$ cat config.mk
export PLATFORM = sky130hd
export DESIGN_NAME = video_sync_follower_flat
export DESIGN_NICKNAME = d
export VERILOG_FILES = /design/src/rtl/video_sync_follower_if.sv /design/src/rtl/video_sync_follower.sv /design/src/flat_wrapper.sv
export SDC_FILE = /design/constraint.sdc
export NUM_CORES = 1
export LEC_CHECK = 0
export BUFFER_PORTS_ARGS = -buffer_cell sky130_fd_sc_hd__buf_4
export CAP_MARGIN = 20
export CORE_ASPECT_RATIO = 0.5
export CORE_MARGIN = 1
export CORE_UTILIZATION = 45
export DETAILED_ROUTE_END_ITERATION = 10
export GPL_TIMING_DRIVEN = 0
export PLACE_DENSITY_LB_ADDON = 0.08
export SKIP_LAST_GASP = 1
export SLEW_MARGIN = 0
export SYNTH_ARGS = -nofsm -noshare
export SYNTH_HDL_FRONTEND = slang
export SYNTH_SLANG_ARGS = --single-unit
$ cat constraint.sdc
create_clock -name clk -period 3.76 [get_ports clk]
set_clock_uncertainty 0.15 [all_clocks]
set_input_delay 0.188 -clock clk [delete_from_list [all_inputs] [get_ports clk]]
set_output_delay 0.188 -clock clk [all_outputs]
set_load 0.03 [all_outputs]
$ cat src/rtl/video_sync_follower_if.sv
// Bus bundle for video_sync_follower: timing programming, frame toggle
// input and the generated raster position, sync decodes and lock status.
interface video_sync_follower_if #(
  parameter int HW = 12,
  parameter int VW = 12
);
  logic          ce_pix;
  logic          sync_in;
  logic          lock_en;
  logic [HW-1:0] h_total;
  logic [VW-1:0] v_total;
  logic [HW-1:0] hs_start;
  logic [HW-1:0] hs_end;
  logic [HW-1:0] hbl_start;
  logic [HW-1:0] hbl_end;
  logic [VW-1:0] vs_start;
  logic [VW-1:0] vs_end;
  logic [VW-1:0] vbl_start;
  logic [VW-1:0] vbl_end;
  logic [HW-1:0] lock_h;
  logic [VW-1:0] lock_v;
  logic [HW-1:0] hcnt;
  logic [VW-1:0] vcnt;
  logic          hs_out;
  logic          vs_out;
  logic          hbl_out;
  logic          vbl_out;
  logic          locked;
  logic [HW-1:0] err_h;

  modport master (
    output ce_pix, sync_in, lock_en,
    output h_total, v_total,
    output hs_start, hs_end, hbl_start, hbl_end,
    output vs_start, vs_end, vbl_start, vbl_end,
    output lock_h, lock_v,
    input  hcnt, vcnt, hs_out, vs_out, hbl_out, vbl_out, locked, err_h
  );

  modport slave (
    input  ce_pix, sync_in, lock_en,
    input  h_total, v_total,
    input  hs_start, hs_end, hbl_start, hbl_end,
    input  vs_start, vs_end, vbl_start, vbl_end,
    input  lock_h, lock_v,
    output hcnt, vcnt, hs_out, vs_out, hbl_out, vbl_out, locked, err_h
  );
endinterface

$ cat src/rtl/video_sync_follower.sv
// Frame-locked raster generator: free-running h/v counters that snap to a
// programmed lock point on every sync_in toggle and report tracking status.
module video_sync_follower #(
  parameter int HW = 12,
  parameter int VW = 12
) (
  input logic                 clk,
  input logic                 reset_n,
  video_sync_follower_if.slave bus
);

  logic          sync_d_q,   sync_d_d;
  logic [HW-1:0] hcnt_q,     hcnt_d;
  logic [VW-1:0] vcnt_q,     vcnt_d;
  logic [HW-1:0] err_h_q,    err_h_d;
  logic [1:0]    lock_cnt_q, lock_cnt_d;
  logic [1:0]    miss_fr_q,  miss_fr_d;
  logic          ev_seen_q,  ev_seen_d;
  logic          locked_q,   locked_d;
  logic          hs_q,       hs_d;
  logic          vs_q,       vs_d;
  logic          hbl_q,      hbl_d;
  logic          vbl_q,      vbl_d;

  logic          ev;
  logic          lock_ev;
  logic          h_last;
  logic          v_last;
  logic          v_wrap;
  logic          hit;
  logic [HW-1:0] h_diff;
  logic [1:0]    miss_inc;

  always_comb begin
    sync_d_d = bus.sync_in;
    ev       = bus.sync_in ^ sync_d_q;
    lock_ev  = ev & bus.lock_en;
    // Using >= lets an out-of-range lock point fall back into the raster.
    h_last   = hcnt_q >= (bus.h_total - HW'(1));
    v_last   = vcnt_q >= (bus.v_total - VW'(1));
    v_wrap   = bus.ce_pix & h_last & v_last & ~lock_ev;
    h_diff   = hcnt_q - bus.lock_h;
    hit      = (vcnt_q == bus.lock_v) &&
               ((h_diff == '0) || (h_diff == HW'(1)) || (h_diff == '1));
  end

  always_comb begin
    hcnt_d  = hcnt_q;
    vcnt_d  = vcnt_q;
    err_h_d = err_h_q;
    if (lock_ev) begin
      hcnt_d  = bus.lock_h;
      vcnt_d  = bus.lock_v;
      err_h_d = h_diff;
    end else if (bus.ce_pix) begin
      if (h_last) begin
        hcnt_d = '0;
        vcnt_d = v_last ? '0 : vcnt_q + VW'(1);
      end else begin
        hcnt_d = hcnt_q + HW'(1);
      end
    end
  end

  // ev_seen remembers whether any lock event landed since the last v-wrap.
  always_comb begin
    lock_cnt_d = lock_cnt_q;
    miss_fr_d  = miss_fr_q;
    ev_seen_d  = ev_seen_q;
    miss_inc   = miss_fr_q + 2'd1;
    if (!bus.lock_en) begin
      lock_cnt_d = '0;
      miss_fr_d  = '0;
      ev_seen_d  = 1'b0;
    end else if (lock_ev) begin
      ev_seen_d = 1'b1;
      miss_fr_d = '0;
      if (hit) begin
        lock_cnt_d = (lock_cnt_q == 2'd3) ? 2'd3 : lock_cnt_q + 2'd1;
      end else begin
        lock_cnt_d = '0;
      end
    end else if (v_wrap) begin
      if (ev_seen_q) begin
        ev_seen_d = 1'b0;
      end else if (miss_inc >= 2'd2) begin
        miss_fr_d  = '0;
        lock_cnt_d = '0;
      end else begin
        miss_fr_d = miss_inc;
      end
    end
  end

  always_comb begin
    locked_d = (lock_cnt_q == 2'd3);
    hs_d     = (hcnt_q >= bus.hs_start)  && (hcnt_q < bus.hs_end);
    hbl_d    = (hcnt_q >= bus.hbl_start) && (hcnt_q < bus.hbl_end);
    vs_d     = (vcnt_q >= bus.vs_start)  && (vcnt_q < bus.vs_end);
    vbl_d    = (vcnt_q >= bus.vbl_start) && (vcnt_q < bus.vbl_end);
  end

  always_ff @(posedge clk) begin
    if (!reset_n) begin
      sync_d_q   <= 1'b0;
      hcnt_q     <= '0;
      vcnt_q     <= '0;
      err_h_q    <= '0;
      lock_cnt_q <= '0;
      miss_fr_q  <= '0;
      ev_seen_q  <= 1'b0;
      locked_q   <= 1'b0;
      hs_q       <= 1'b0;
      vs_q       <= 1'b0;
      hbl_q      <= 1'b0;
      vbl_q      <= 1'b0;
    end else begin
      sync_d_q   <= sync_d_d;
      hcnt_q     <= hcnt_d;
      vcnt_q     <= vcnt_d;
      err_h_q    <= err_h_d;
      lock_cnt_q <= lock_cnt_d;
      miss_fr_q  <= miss_fr_d;
      ev_seen_q  <= ev_seen_d;
      locked_q   <= locked_d;
      hs_q       <= hs_d;
      vs_q       <= vs_d;
      hbl_q      <= hbl_d;
      vbl_q      <= vbl_d;
    end
  end

  assign bus.hcnt    = hcnt_q;
  assign bus.vcnt    = vcnt_q;
  assign bus.err_h   = err_h_q;
  assign bus.locked  = locked_q;
  assign bus.hs_out  = hs_q;
  assign bus.vs_out  = vs_q;
  assign bus.hbl_out = hbl_q;
  assign bus.vbl_out = vbl_q;

endmodule

$ cat src/flat_wrapper.sv
// flat-port wrapper written by rule: the top's interface ports become plain ports
module video_sync_follower_flat 
#(
  parameter int HW = 12,
  parameter int VW = 12
)
  (clk, reset_n, bus_ce_pix, bus_sync_in, bus_lock_en, bus_h_total, bus_v_total, bus_hs_start, bus_hs_end, bus_hbl_start, bus_hbl_end, bus_vs_start, bus_vs_end, bus_vbl_start, bus_vbl_end, bus_lock_h, bus_lock_v, bus_hcnt, bus_vcnt, bus_hs_out, bus_vs_out, bus_hbl_out, bus_vbl_out, bus_locked, bus_err_h);
  video_sync_follower_if #(.HW(HW), .VW(VW)) bus_i ();
  input logic clk;
  input logic reset_n;
  input wire logic [$bits(bus_i.ce_pix)-1:0] bus_ce_pix;
  input wire logic [$bits(bus_i.sync_in)-1:0] bus_sync_in;
  input wire logic [$bits(bus_i.lock_en)-1:0] bus_lock_en;
  input wire logic [$bits(bus_i.h_total)-1:0] bus_h_total;
  input wire logic [$bits(bus_i.v_total)-1:0] bus_v_total;
  input wire logic [$bits(bus_i.hs_start)-1:0] bus_hs_start;
  input wire logic [$bits(bus_i.hs_end)-1:0] bus_hs_end;
  input wire logic [$bits(bus_i.hbl_start)-1:0] bus_hbl_start;
  input wire logic [$bits(bus_i.hbl_end)-1:0] bus_hbl_end;
  input wire logic [$bits(bus_i.vs_start)-1:0] bus_vs_start;
  input wire logic [$bits(bus_i.vs_end)-1:0] bus_vs_end;
  input wire logic [$bits(bus_i.vbl_start)-1:0] bus_vbl_start;
  input wire logic [$bits(bus_i.vbl_end)-1:0] bus_vbl_end;
  input wire logic [$bits(bus_i.lock_h)-1:0] bus_lock_h;
  input wire logic [$bits(bus_i.lock_v)-1:0] bus_lock_v;
  output wire logic [$bits(bus_i.hcnt)-1:0] bus_hcnt;
  output wire logic [$bits(bus_i.vcnt)-1:0] bus_vcnt;
  output wire logic [$bits(bus_i.hs_out)-1:0] bus_hs_out;
  output wire logic [$bits(bus_i.vs_out)-1:0] bus_vs_out;
  output wire logic [$bits(bus_i.hbl_out)-1:0] bus_hbl_out;
  output wire logic [$bits(bus_i.vbl_out)-1:0] bus_vbl_out;
  output wire logic [$bits(bus_i.locked)-1:0] bus_locked;
  output wire logic [$bits(bus_i.err_h)-1:0] bus_err_h;
  assign bus_i.ce_pix = bus_ce_pix;
  assign bus_i.sync_in = bus_sync_in;
  assign bus_i.lock_en = bus_lock_en;
  assign bus_i.h_total = bus_h_total;
  assign bus_i.v_total = bus_v_total;
  assign bus_i.hs_start = bus_hs_start;
  assign bus_i.hs_end = bus_hs_end;
  assign bus_i.hbl_start = bus_hbl_start;
  assign bus_i.hbl_end = bus_hbl_end;
  assign bus_i.vs_start = bus_vs_start;
  assign bus_i.vs_end = bus_vs_end;
  assign bus_i.vbl_start = bus_vbl_start;
  assign bus_i.vbl_end = bus_vbl_end;
  assign bus_i.lock_h = bus_lock_h;
  assign bus_i.lock_v = bus_lock_v;
  assign bus_hcnt = bus_i.hcnt;
  assign bus_vcnt = bus_i.vcnt;
  assign bus_hs_out = bus_i.hs_out;
  assign bus_vs_out = bus_i.vs_out;
  assign bus_hbl_out = bus_i.hbl_out;
  assign bus_vbl_out = bus_i.vbl_out;
  assign bus_locked = bus_i.locked;
  assign bus_err_h = bus_i.err_h;
  video_sync_follower #(.HW(HW), .VW(VW)) u_core (.clk(clk), .reset_n(reset_n), .bus(bus_i));
endmodule
Word-level counts from Yosys, hierarchy flattened. Cells that the tools add are included.

Register bits after elaboration: 47. Bits in latches: 0. Memory bits (writable): 0. Memory bits (read-only): 0. Input bits: 149. Output and inout bits: 41. Word-level logic and storage cells: 77. Memories: 0.

Add/sub/neg operators: 7. Multiply operators: 0. Div/mod/pow operators: 0. $lt $le $gt $ge: 11. Equality and inequality tests: 5. Shifts and indexed selects: 0. Muxes and demuxes: 16. Bitwise logic cells: 9. Reductions and logical operators: 17.

Operators with widths (number): two-way mux 12 bit (7); >= comparator 12 bit (6); < comparator 12 bit (4); adder 12 x 1 -> 12 bit, second input constant (2); subtractor 12 x 1 -> 12 bit, second input constant (2); two-way mux 2 bit (7); == test 12 x 1 -> 1 bit, second input constant (1); == test 12 bit (1); == test 12 bit, second input constant (1); zero test 12 bit (1); subtractor 12 bit (1); nonzero test 2 bit (4); AND reduction 2 bit (3); logical AND 1 bit (5); adder 2 x 1 -> 2 bit, second input constant (2); bitwise AND 1 bit (4); inverter 1 bit (4); AND reduction 3 bit (1); OR reduction 3 bit (1); == test 2 bit, second input constant (1); >= comparator 2 bit, second input constant (1); logical OR 1 bit (2); two-way mux 1 bit (2); inequality test 2 bit, second input constant (1); XOR 1 bit (1).

Logic depth before layout (Yosys ltp).
Word-level depth: 7. Gate-level depth with buffers: 15. Depth with buffers taken out: 14.

Least setup slack after synthesis. OpenSTA, ideal clock, no wires.

Path type: flip-flop to flip-flop. Start point: register u_core.hcnt_q[0] (netlist: u_core.bus.hcnt[0]). End point: register u_core.lock_cnt_q[1]. Library setup time: 0.058 ns. Data arrival time: 3.312 ns. Data required time: 3.552 ns. Setup slack: 0.240 ns. Stages on the path, launching flop included: 14. Path through: dfxtp_1 -> inv_1 -> ha_1 -> inv_1 -> fa_1 -> a211oi_2 -> o21bai_1 -> a21oi_1 -> xor2_1 -> or4_1 -> or4_1 -> mux2_4 -> nor3b_2 -> o22a_1.

Word-level cells in the longest chain between the ends: 7. Elaborated cells between the ends (all ways): 15. Those cells by class: 1 x add/sub; 1 x order compare; 2 x eq/ne; 2 x mux; 3 x bitwise; 6 x reduce/logical.

Ends and longest elaborated chain: start, declared (line video_sync_follower.sv:13) `logic [HW-1:0] hcnt_q, hcnt_d;`; start signal, assigned (line video_sync_follower.sv:119) `hcnt_q <= hcnt_d;`; subtractor 12 bit (line video_sync_follower.sv:42) `h_diff = hcnt_q - bus.lock_h;`; == test 12 x 1 -> 1 bit / zero test 12 bit (equally long branches) (line video_sync_follower.sv:44) `((h_diff == '0) || (h_diff == HW'(1)) || (h_diff == '1));`; logical OR 1 bit (2 in series) (line video_sync_follower.sv:44); logical AND 1 bit (line video_sync_follower.sv:43) `hit = (vcnt_q == bus.lock_v) &&`; two-way mux 2 bit (line video_sync_follower.sv:78) `if (hit) begin`; two-way mux 2 bit (line video_sync_follower.sv:75) `end else if (lock_ev) begin`; end signal, assigned (line video_sync_follower.sv:122) `lock_cnt_q <= lock_cnt_d;`; end, declared (line video_sync_follower.sv:16) `logic [1:0] lock_cnt_q, lock_cnt_d;`.

Several ways; a longest one is shown, not always the timed one. A chain may end at the register's enable or synchronous reset.

Worst setup path after layout. Same ends and word-level chain as after synthesis.

==> results.toml <==
[clock_network]
post-cts-setup-buffer-count = 0
clk_latency_ps = 290
path_clk_slew_ps = 70
cts_tree = "built"
clock_tree.buffer_depth = 2
root_buffer = "clkbuf_16"
htree_levels = 2
cts.sinks = 47
cts_buffers = 5

[timing]
fmax_mhz = 278.4
tns_ps = 0
setup_slack_ps = 167.7
worst-slew-pin-transition_ps = 747.1
rsz0062_at_grt = "no"
max_slew_margin_pct = 49.77
finalCriticalPeriod_ps = 3592
post-route-period-util_pct = 95.54
hold_viol_final = 0
drv_slew = 0
setup_violations = 0

[global_route]
grt_pass1_wl_um = 26320
grt-ovfl-total = 0
antenna_found_initial = 0
grtUsageTotal_pct = 23.64
grt_max_degree = 14
grt_pass1_vias = 5667

[synth]
synth_area_per_cell_um2 = 7.824
yosysSeqAreaShare_pct = 15.78
synthArstFlopShare_pct = 0
synth_cell_type_count = 56
syn_nets = 1044
synth_edf_count = 0
synth_flop_cell = "dfxtp_1"
syn_inst = 762
syn_area_um2 = 5962
ys.warnings.count = 0
synth_seq_cells = 47

[power_and_ir_drop]
p_total_mw = 1.976
ir_worst_vdd_mv = 0.1428
power_density_nw_per_um2 = 254.8
p_leak_nw = 4.216

[job]
cap_violations = 0

[routing]
finalWirelength_um = 15870
vias = 6013
wire_per_inst_um = 14.04
drt_iter0_drc = 236
ant_nets = 0
via_per_inst = 5.321
drc = 0
first_pass_iters = 4

[placed_design]
io_buffers = 189
place.gp.congestion = 0.8485
dp_slack_ps = 89.54
detailed_place_hpwl_um = 12770

[die]
placement_rows = 29
fp.dieH_um = 83.39
core_region_area_um2 = 12810
io_pins = 190
dieWidth_um = 164.8
die_area_um2 = 13740
start_util_pct = 46.55

[worst_setup_path]
slowest_delay_ps = 510
cp-end-kind = "register"
worst_ep_arrival_time_ps = 3680
cp-start-kind = "register"
rr_worst_depth = 13
cp_slowest_cell = "or4_1"
cp_cell_sequence = "inv_2 > ha_1 > inv_1 > fa_1 > a211oi_2 > o21bai_1 > a21oi_1 > xor2_1 > or4_1 > or4_1 > mux2_4 > nor3b_2 > o22a_1"
path_common_cell = "or4_1"
cp.required_ps = 3850
criticalPathCategory = "register to register"
critPathMaxFanout = 6

[layout]
final_nets = 1242
syn_to_final_growth_pct = 30.12
drive_above_1_share_pct = 21.04
final_util_pct = 60.56
layout_common_cells = "buf_4 (189), ha_1 (132), inv_1 (112)"
antenna_cells = 0
final_common_cell = "buf_4"

[worst_hold_path]
hold_path_class = "input port to register"
worstHoldPathCells = 2

[status]
status = "finished clean"
[final timing paths]
check	from	slack (ps)	end
worst max-delay path	u_core.bus.hcnt[0]	170	u_core.lock_cnt_q[1]
worst min-delay path	bus_lock_v[5]	2	u_core.bus.vcnt[5]
worst max register to register	u_core.bus.hcnt[0]	170	u_core.lock_cnt_q[1]
worst min register to register	u_core.miss_fr_q[1]	310	u_core.miss_fr_q[1]
[critical path: cells and delay by family (launching register included)]
kind / cells / cell delay (ps)
buf+inv: 2 / 200
fa+ha+maj: 2 / 600
xor+xnor: 1 / 120
flops: 1 / 370
compound gates: 4 / 740
mux: 1 / 280
simple gates: 3 / 1080
[metal layers]
metal  vias to the layer above  global-route usage, %  share of wire [%]
li1                       3106                      -                  -
met4                         0                  4.671               0.86
met3                        13                  3.546                6.2
met1                      2736                  30.87                 47
met2                       158                  41.02                 46
met5                         -                      0                  0
[cells in the mapped netlist, types with 8 or more instances]
cell type    n  share of area [%]
ha_1       132                 28
inv_1      113                7.1
nand2_1     52                3.3
dfxtp_1     47                 16
o21ai_0     45                3.8
a21o_1      34                4.3
a21oi_1     34                2.9
xnor2_1     31                4.6
nor2_1      30                1.9
nand3b_1    20                2.5
clkbuf_1    17                1.1
nand2b_1    16                1.7
xor2_1      15                2.2
a31oi_1     14                1.5
o21ai_1     14                1.2
and3_1      13                1.4
nor3_1      12                1.0
nor2b_1     11                1.2
nand3_1     10               0.84
and2_1       8               0.84
o2111ai_1    8                1.2
[sequential cells by signal, indices dropped and copies added, names as in the netlist]
| register | count |
|---|---|
| u_core.bus.locked | 1 |
| u_core.bus.vs_out | 1 |
| u_core.lock_cnt_q | 2 |
| u_core.bus.hs_out | 1 |
| u_core.bus.hbl_out | 1 |
| u_core.ev_seen_q | 1 |
| u_core.bus.vcnt | 12 |
| u_core.bus.hcnt | 12 |
| u_core.bus.err_h | 12 |
| u_core.bus.vbl_out | 1 |
| u_core.miss_fr_q | 2 |
| u_core.sync_d_q | 1 |
[repair_timing]
| action | 4_1_cts | 5_1_grt |
|---|---|---|
| hold endpoints to repair | 2 | 0 |
| endpoints found under the setup margin | 0 | 2 |
| hold buffers | 2 | 0 |
| gates resized for setup | 0 | 1 |
[per-stage QoR]
| stage | cells | hold WS [ps] | cell area, um^2 |
|---|---|---|---|
| 6_report | 1130 | 1.766 | 7757 |
| 4_1_cts | 1130 | 0.6375 | 7757 |
| 3_3_place_gp | 1121 | 260.2 | 7594 |
| 2_1_floorplan | 762 | 159.7 | 5962 |
| 5_1_grt | 1130 | 6.121 | 7757 |
| 3_5_place_dp | 1121 | 261.0 | 7594 |
[where the power goes]
part / total [mW] / leakage, nW / switching [mW] / internal, mW
sequential: 0.631 / 0.386 / 0.0934 / 0.538
clock: 0.459 / 0.0727 / 0.199 / 0.260
combinational: 0.886 / 3.76 / 0.451 / 0.434
total: 1.98 / 4.22 / 0.744 / 1.23
[kinds of logic (layout without fill, tap and decap cells)]
| family | after synthesis | count (layout) | share of synthesized area, % |
|---|---|---|---|
| XOR/XNOR | 46 | 46 | 6.758 |
| multiplexers | 2 | 2 | 0.4197 |
| buffers and inverters | 130 | 328 | 8.185 |
| flip-flops | 47 | 47 | 15.78 |
| adder cells (fa/ha/maj) | 133 | 133 | 28.04 |
| AND/OR/NAND/NOR | 197 | 197 | 17.63 |
| AO/OA/AOI/OAI | 207 | 207 | 23.19 |
[area by class of cell]
class	count	area, um^2
clock buffer	6	138.9
clock inverter	1	5.005
fill	1214	5051
inverter	113	424.2
sequential	47	940.9
tap	170	212.7
buffer	17	63.81
multi-input combinational	585	4533
timing repair buffer	191	1439
Note: power is estimated with default switching activity, not from simulation.
